[src/rtl/temporizador_pkg.sv]
// Shared types and the agitation-load helper for the wash-cycle timer.
package temporizador_pkg;

   typedef enum logic [2:0] {
      OCIOSO   = 3'd0,
      AGITANDO = 3'd1,
      AGIT_FIM = 3'd2,
      GIRANDO  = 3'd3,
      GIRO_FIM = 3'd4
   } estado_t;

   typedef enum logic [1:0] {
      PROG_RAPIDO     = 2'd0,
      PROG_NORMAL     = 2'd1,
      PROG_PESADO     = 2'd2,
      PROG_NORMAL_ALT = 2'd3
   } programa_t;

   // Agitation duration in seconds for a wash program; the caller narrows it to its counter width.
   function automatic int unsigned carga_agitar(input logic [1:0] programa,
                                                input int unsigned t_agitar);
      case (programa_t'(programa))
         PROG_RAPIDO: return t_agitar / 2;
         PROG_PESADO: return 2 * t_agitar;
         default:     return t_agitar;
      endcase
   endfunction

endpackage

[src/rtl/temporizador_ciclo_divisor.sv]
// Seconds prescaler: one-cycle tick every PRESCALE enabled clocks.
// With TEMPORIZADOR_ACELERADO_EN defined the prescaler is bypassed and every enabled clock ticks.
module divisor_segundos #(
   parameter int PRESCALE = 50_000_000
) (
   input  logic clk,
   input  logic rst,
   input  logic en,
   input  logic clr,
   output logic tick
);

`ifdef TEMPORIZADOR_ACELERADO_EN
   logic unused_ctl;
   assign unused_ctl = clk ^ rst ^ clr;
   assign tick       = en;
`else
   localparam int PW = (PRESCALE > 1) ? $clog2(PRESCALE) : 1;
   localparam logic [PW-1:0] RECARGA = PW'(PRESCALE - 1);

   logic [PW-1:0] presc_reg;

   // Holds while en is low, so a paused phase resumes mid-second without loss.
   always_ff @(posedge clk) begin
      if (!rst || clr) begin
         presc_reg <= RECARGA;
      end else if (en) begin
         presc_reg <= (presc_reg == '0) ? RECARGA : presc_reg - 1'b1;
      end
   end

   assign tick = en && (presc_reg == '0);
`endif

endmodule

[src/rtl/temporizador_ciclo.sv]
// Agitation/spin timer feeding the washing-machine FSM (tempo, secar).
// Define TEMPORIZADOR_ACELERADO_EN to bypass the seconds prescaler.
module temporizador_ciclo
   import temporizador_pkg::*;
#(
   parameter int PRESCALE = 50_000_000,
   parameter int T_AGITAR = 600,
   parameter int T_GIRAR  = 300,
   parameter int CNT_W    = 12
) (
   input  logic             clk,
   input  logic             rst,
   input  logic             modo_agitar,
   input  logic             modo_girar,
   input  logic             porta_aberta,
   input  logic [1:0]       programa,
   output logic             tempo,
   output logic             secar,
   output logic [CNT_W-1:0] segundos_restantes,
   output logic             em_pausa
);

   localparam logic [CNT_W-1:0] CARGA_GIRAR = CNT_W'(T_GIRAR);

   estado_t          state_reg;
   logic [CNT_W-1:0] cnt_reg;
   logic [CNT_W-1:0] carga_agit;
   logic             ativo, en, clr, tick, expira, ilegal, modo_caiu;

   assign ativo      = (state_reg == AGITANDO) || (state_reg == GIRANDO);
   assign en         = ativo && !porta_aberta;
   assign clr        = !ativo;
   assign ilegal     = modo_agitar && modo_girar;
   assign modo_caiu  = ((state_reg == AGITANDO) && !modo_agitar) ||
                       ((state_reg == GIRANDO)  && !modo_girar);
   // A zero load expires on the first running edge; otherwise on the tick that would take 1 to 0.
   assign expira     = en && ((cnt_reg == '0) || (tick && (cnt_reg == CNT_W'(1))));
   assign carga_agit = CNT_W'(carga_agitar(programa, T_AGITAR));

   divisor_segundos #(.PRESCALE(PRESCALE)) u_divisor (
      .clk  (clk),
      .rst  (rst),
      .en   (en),
      .clr  (clr),
      .tick (tick)
   );

   always_ff @(posedge clk) begin
      if (!rst) begin
         state_reg          <= OCIOSO;
         cnt_reg            <= '0;
         tempo              <= 1'b0;
         secar              <= 1'b1;
         segundos_restantes <= '0;
         em_pausa           <= 1'b0;
      end else begin
         tempo              <= 1'b0;
         secar              <= 1'b1;
         segundos_restantes <= '0;
         em_pausa           <= 1'b0;
         if (ilegal) begin
            state_reg <= OCIOSO;
            cnt_reg   <= '0;
         end else begin
            case (state_reg)
               OCIOSO: begin
                  if (modo_agitar) begin
                     state_reg          <= AGITANDO;
                     cnt_reg            <= carga_agit;
                     segundos_restantes <= carga_agit;
                  end else if (modo_girar) begin
                     state_reg          <= GIRANDO;
                     cnt_reg            <= CARGA_GIRAR;
                     segundos_restantes <= CARGA_GIRAR;
                  end
               end
               AGITANDO, GIRANDO: begin
                  if (modo_caiu) begin
                     state_reg <= OCIOSO;
                     cnt_reg   <= '0;
                  end else if (porta_aberta) begin
                     em_pausa           <= 1'b1;
                     segundos_restantes <= cnt_reg;
                  end else if (expira) begin
                     cnt_reg <= '0;
                     if (state_reg == AGITANDO) begin
                        state_reg <= AGIT_FIM;
                        tempo     <= 1'b1;
                     end else begin
                        state_reg <= GIRO_FIM;
                        secar     <= 1'b0;
                     end
                  end else if (tick) begin
                     cnt_reg            <= cnt_reg - 1'b1;
                     segundos_restantes <= cnt_reg - 1'b1;
                  end else begin
                     segundos_restantes <= cnt_reg;
                  end
               end
               AGIT_FIM: begin
                  if (!modo_agitar) begin
                     if (modo_girar) begin
                        state_reg          <= GIRANDO;
                        cnt_reg            <= CARGA_GIRAR;
                        segundos_restantes <= CARGA_GIRAR;
                     end else begin
                        state_reg <= OCIOSO;
                     end
                  end else begin
                     tempo <= 1'b1;
                  end
               end
               GIRO_FIM: begin
                  if (!modo_girar) begin
                     state_reg <= OCIOSO;
                  end else begin
                     secar <= 1'b0;
                  end
               end
               default: begin
                  state_reg <= OCIOSO;
                  cnt_reg   <= '0;
               end
            endcase
         end
      end
   end

endmodule

[config.mk]
export PLATFORM = sky130hd
export DESIGN_NAME = temporizador_ciclo
export DESIGN_NICKNAME = d
export VERILOG_FILES = /design/src/rtl/temporizador_pkg.sv /design/src/rtl/temporizador_ciclo_divisor.sv /design/src/rtl/temporizador_ciclo.sv
export SDC_FILE = /design/constraint.sdc
export NUM_CORES = 1
export LEC_CHECK = 0
export ABC_AREA = 1
export BUFFER_PORTS_ARGS = -buffer_cell sky130_fd_sc_hd__buf_2
export CORE_ASPECT_RATIO = 0.6
export CORE_MARGIN = 4
export CORE_UTILIZATION = 45
export DETAILED_ROUTE_END_ITERATION = 16
export HOLD_SLACK_MARGIN = 0.02
export PLACE_DENSITY = 0.59
export SYNTH_ARGS = -nofsm -noshare
export SYNTH_HDL_FRONTEND = slang
export SYNTH_SLANG_ARGS = --single-unit
[constraint.sdc]
create_clock -name clk -period 4.7 [get_ports clk]
set_input_delay 0.47 -clock clk [delete_from_list [all_inputs] [get_ports clk]]
set_output_delay 0.47 -clock clk [all_outputs]
set_load 0.01 [all_outputs]
After elaboration in Yosys (flattened, before gate mapping)
Cells that the tools add are included.
{"block": "word_totals", "elab_cells": 84, "in_bits": 7, "out_inout_bits": 15, "reg_bits": 56}
{"block": "op_classes", "n_mux": 36, "n_reduce_logical": 25, "add_sub_neg": 2, "eq_ne": 11, "bitwise": 3}
{"cell": "2-to-1 mux 12 bit", "count": 8}
{"cell": "case mux 12 bit (4 select lines)", "count": 1}
{"cell": "case mux 12 bit (3 select lines)", "count": 1}
{"cell": "logical NOT 26 bit", "count": 1}
{"cell": "2-to-1 mux 26 bit", "count": 1}
{"cell": "subtractor 26 x 1 -> 26 bit (second input constant)", "count": 1}
{"cell": "2-to-1 mux 3 bit", "count": 8}
{"cell": "case mux 11 bit (2 select lines)", "count": 1}
{"cell": "2-to-1 mux 9 bit", "count": 2}
{"cell": "== test 12 x 1 -> 1 bit (second input constant)", "count": 1}
{"cell": "logical NOT 12 bit", "count": 1}
{"cell": "case mux 3 bit (4 select lines)", "count": 1}
{"cell": "subtractor 12 x 1 -> 12 bit (second input constant)", "count": 1}
{"cell": "2-to-1 mux 1 bit", "count": 10}
{"cell": "inequality test 3 bit (second input constant)", "count": 3}
{"cell": "logical AND 1 bit", "count": 7}
{"cell": "== test 3 x 2 -> 1 bit (second input constant)", "count": 2}
{"cell": "logical NOT 1 bit", "count": 5}
{"cell": "AND reduction 5 bit", "count": 1}
{"cell": "logical OR 1 bit", "count": 4}
{"cell": "inequality test 2 bit (second input constant)", "count": 2}
{"cell": "case mux 1 bit (2 select lines)", "count": 2}
{"cell": "OR reduction 2 bit", "count": 2}
{"cell": "OR reduction 4 bit", "count": 1}
{"cell": "other kinds (8)", "count": 10}

Depth between registers and ports, before layout
{"block": "depth", "depth_word": 11, "ltp_mapped": 14, "ltp_nobuf": 14}

Modules after synthesis
Synthesis repeated with hierarchy kept, for this count alone.
{"block": "hier_totals", "hier_cells": 497, "area_unflattened_um2": 3323.2}
{"module": "temporizador_ciclo", "n_inst": 1, "cells_each": 283, "area_per_inst_um2": 1836.8, "seq_area_each_um2": 600.6}
{"module": "divisor_segundos", "n_inst": 1, "cells_each": 214, "area_per_inst_um2": 1486.4, "seq_area_each_um2": 520.5}

Worst setup path before layout
No wires, ideal clock.
{"block": "synth_timing", "kind": "register -> register", "start": "register u_divisor.presc_reg[0]", "end": "register cnt_reg[4]", "required_ps": 4587, "n_path_buf": 0, "stages_incl_launch_ff": 14, "setup_slack_ps": 2962, "arrival_time_ps": 1625, "period_less_slack_ps": 1738, "path_cell_list": "dfxtp_1 -> inv_1 -> ha_1 -> nand2_1 -> nor2_1 -> nand2_1 -> nor3_4 -> nand2_1 -> nand2_1 -> inv_1 -> nand4_1 -> nand2_1 -> o21ai_1 -> inv_1"}
{"block": "synth_via", "elab_chain_len": 9}
{"item": "start: declaration", "line": "temporizador_ciclo_divisor.sv:21", "source": "logic [PW-1:0] presc_reg;"}
{"item": "start signal: assignment", "line": "temporizador_ciclo_divisor.sv:28", "source": "presc_reg <= (presc_reg == '0) ? RECARGA : presc_reg - 1'b1;"}
{"item": "logical NOT 26 bit (*)", "line": "temporizador_ciclo_divisor.sv:32", "source": "assign tick = en && (presc_reg == '0);"}
{"item": "logical AND 1 bit (*)", "line": "temporizador_ciclo_divisor.sv:32"}
{"item": "logical AND 1 bit", "line": "temporizador_ciclo.sv:37", "source": "assign expira = en && ((cnt_reg == '0) || (tick && (cnt_reg == CNT_W'(1))));"}
{"item": "logical OR 1 bit", "line": "temporizador_ciclo.sv:37"}
{"item": "logical AND 1 bit", "line": "temporizador_ciclo.sv:37"}
{"item": "2-to-1 mux 12 bit (*)", "line": "temporizador_ciclo.sv:84", "source": "end else if (expira) begin"}
{"item": "2-to-1 mux 12 bit (*)"}
{"item": "2-to-1 mux 12 bit (*)", "line": "temporizador_ciclo.sv:78", "source": "if (modo_caiu) begin"}
{"item": "case mux 12 bit (4 select lines) (*)", "line": "temporizador_ciclo.sv:65", "source": "case (state_reg)"}
{"item": "end signal: assignment", "line": "temporizador_ciclo.sv:69", "source": "cnt_reg <= carga_agit;"}
{"item": "end signal: assignment", "line": "temporizador_ciclo.sv:94", "source": "cnt_reg <= cnt_reg - 1'b1;"}
{"item": "end: declaration", "line": "temporizador_ciclo.sv:26", "source": "logic [CNT_W-1:0] cnt_reg;"}
Every way passes the cells marked *; elsewhere a longest branch is shown, timed or not.
A chain may end at the register's enable or synchronous reset.

Worst setup path after layout
{"block": "layout_timing", "start": "register state_reg[0]", "end": "register u_divisor.presc_reg[18]"}
{"block": "layout_via", "elab_chain_len": 4}
{"item": "start: declaration", "line": "temporizador_ciclo.sv:25", "source": "estado_t state_reg;"}
{"item": "start signal: assignment", "line": "temporizador_ciclo.sv:50", "source": "state_reg <= OCIOSO;"}
{"item": "start signal: assignment", "line": "temporizador_ciclo.sv:62", "source": "state_reg <= OCIOSO;"}
{"item": "start signal: assignment", "line": "temporizador_ciclo.sv:68", "source": "state_reg <= AGITANDO;"}
{"item": "== test 3 x 1 -> 1 bit / == test 3 x 2 -> 1 bit (equally long branches)", "line": "temporizador_ciclo.sv:30", "source": "assign ativo = (state_reg == AGITANDO) || (state_reg == GIRANDO);"}
{"item": "logical OR 1 bit (*)", "line": "temporizador_ciclo.sv:30"}
{"item": "logical NOT 1 bit", "line": "temporizador_ciclo.sv:32", "source": "assign clr = !ativo;"}
{"item": "logical OR 1 bit", "line": "temporizador_ciclo_divisor.sv:25", "source": "if (!rst || clr) begin"}
Marks and branches as above.

==> results.json <==
{
  "die-height_um": 73.16,
  "wire_per_inst_um": 14.78,
  "dp.cells": 589,
  "postSynthRegisterBits": 56,
  "yosysWarnings": 0,
  "root_buffer": "clkbuf_16",
  "power_density_nw_per_um2": 352.3,
  "slew_violations": 0,
  "grt.total_usage_pct": 21.70,
  "status": "completed",
  "layout_setup_ws_ps": 2419,
  "maxSlewHeadroom_pct": 49.39,
  "grt_max_degree": 27,
  "dr.pass1.iters": 5,
  "clockBufferDepth": 2,
  "cap_violations": 0,
  "avgSynthCellArea_um2": 6.552,
  "p_leak_nw": 1.578,
  "initialDrtViolationCount": 408,
  "synth_edf_count": 0,
  "drive_above_1_share_pct": 10.98,
  "hold_violations": 0,
  "worstPathMaxFanout": 17,
  "synthArstFlopShare_pct": 0,
  "ioPinCount": 22,
  "yosysUniqueCellTypes": 37,
  "placed_area_um2": 3381,
  "portBuffers": 21,
  "first_global_vias": 2731,
  "ir_drop_v": 0.0002013,
  "crit_required_ps": 4880,
  "ys_seq_area_share_pct": 35.21,
  "via_count": 3222,
  "clk_latency_ps": 300,
  "layout_common_cells": "nand2_1 (104), nor2_1 (79), inv_1 (62)",
  "hpwlAfterDp_um": 6915,
  "h-tree-depth": 2,
  "clk_pin_slew_ps": 70,
  "design.core.area_um2": 6763,
  "skew_ps": 4.498,
  "cts.sinks": 56,
  "cts_tree": "yes",
  "dieArea_um2": 8530,
  "synth_cells": 486,
  "finalNonFillerCells": 597,
  "cts_resized": 0,
  "routabilityCongestion": 0.9605,
  "worst_pin_slew_ps": 754.5,
  "antenna_found_initial": 0,
  "diodes": 0,
  "postCtsHoldBufs": 0,
  "hold_path.class": "in2reg",
  "drc_errors": 0,
  "grt_pass1_wl_um": 14310,
  "setup_tns_ps": 0,
  "synthToLayoutAreaGrowth_pct": 11.55,
  "synth_area_um2": 3184,
  "nets": 520,
  "finalCriticalPeriod_ps": 2281,
  "wl_um": 8824,
  "final_common_cell": "nand2_1",
  "p_total_mw": 1.251,
  "largest_reg_flops": 26,
  "final_area_um2": 3552,
  "setup_viol": 0,
  "path_class": "reg2reg",
  "dp_slack_ps": 2428,
  "nFillCells": 678,
  "cts_setup_buffers": 0,
  "cp.arrival_ps": 2470,
  "cts-buffers-inserted": 5,
  "start_util_pct": 47.09,
  "synth-main-ff-cell": "dfxtp_1",
  "end_kind": "flip-flop",
  "die_w_um": 116.6,
  "fmax_mhz": 438.3,
  "grt_overflow": 0,
  "synth_fp_nets": 497,
  "grt_setup_unrepaired": "no",
  "std_cell_rows": 23,
  "avgViaCountPerCell": 5.397,
  "postRouteAntennaNets": 0,
  "period_share_pct": 48.54,
  "crit_path_start_kind": "flip-flop"
}
[final cells by class]
type                       instances  area, um2  share of cell area [%]
clock buffer                       5      125.1                   3.522
clock inverter                     3      46.29                   1.303
inverter                          67      251.5                   7.080
multi-input combinational        357       1787                   50.30
sequential                        56       1121                   31.56
tap                               87      108.9                   3.064
timing repair buffer              22      112.6                   3.170
[power breakdown]
part	switching, mW	internal [mW]	total, mW	leakage [nW]
clock	0.178	0.253	0.431	0.0804
sequential	0.0241	0.496	0.520	0.455
combinational	0.210	0.0897	0.300	1.04
total	0.412	0.839	1.25	1.58
[metrics by stage]
| step | hold WS (ps) | util, % |
|---|---|---|
| floorplan | 435.0 | - |
| global placement | 457.8 | 49.99 |
| detailed placement | 462.2 | 49.99 |
| CTS | 398.2 | 52.53 |
| global route | 418.3 | 52.53 |
| finish | 403.4 | 52.53 |
[worst max-delay path: stages, from the launching register on]
cell	delay, ps
dfxtp_1	400
inv_2	80
nor2_4	200
nand2_4	170
nor2_4	160
nand2_4	90
nor2_4	180
nand2_1	150
nand2_2	340
inv_1	210
o21ai_0	120
a21oi_1	50
[synth_stat cells, drive strengths merged (3+ instances only)]
cell / count / area, um2
nor3: 12 / 86.34
xor2: 8 / 70.07
nand3: 29 / 150.1
dfxtp: 56 / 1121
nand4: 14 / 87.58
nand2: 113 / 466.7
nor2: 84 / 342.8
xnor2: 5 / 43.79
nand3b: 3 / 22.52
o21ai: 26 / 130.1
inv: 65 / 244.0
a21oi: 44 / 220.2
clkbuf: 4 / 15.01
ha: 4 / 50.05
o22ai: 3 / 18.77
[cell families (layout without fill, tap and decap cells)]
logic type                 count (synthesis)  after routing  synth area share [%]
DFF                                       56             56                 35.21
and+or+nand+nor                          261            261                 37.72
xor gates and xnor gates                  13             13                 3.576
adders and majority gates                  4              4                 1.572
AOI/OAI and AO/OA                         79             79                 13.24
buffers and inverters                     73             97                 8.684
[final timing paths]
| kind | endpoint | slack, ps | from | cells after the start |
|---|---|---|---|---|
| setup / recovery | u_divisor.presc_reg[18] | 2420 | state_reg[0] | 11 |
| hold / removal | em_pausa | 400 | porta_aberta | 3 |
| setup reg to reg | u_divisor.presc_reg[18] | 2420 | state_reg[0] | 11 |
| hold reg to reg | u_divisor.presc_reg[22] | 480 | u_divisor.presc_reg[22] | 1 |
[routing by layer]
| layer | track usage (%) | vias up | part of all wire [%] |
|---|---|---|---|
| li1 | - | 1626 | - |
| met1 | 38.50 | 1408 | 55 |
| met2 | 24.27 | 180 | 32 |
| met3 | 4.805 | 8 | 12 |
| met4 | 4.707 | 0 | 0.88 |
| met5 | 0 | - | 0 |
Note: power is estimated with default switching activity, not from simulation.
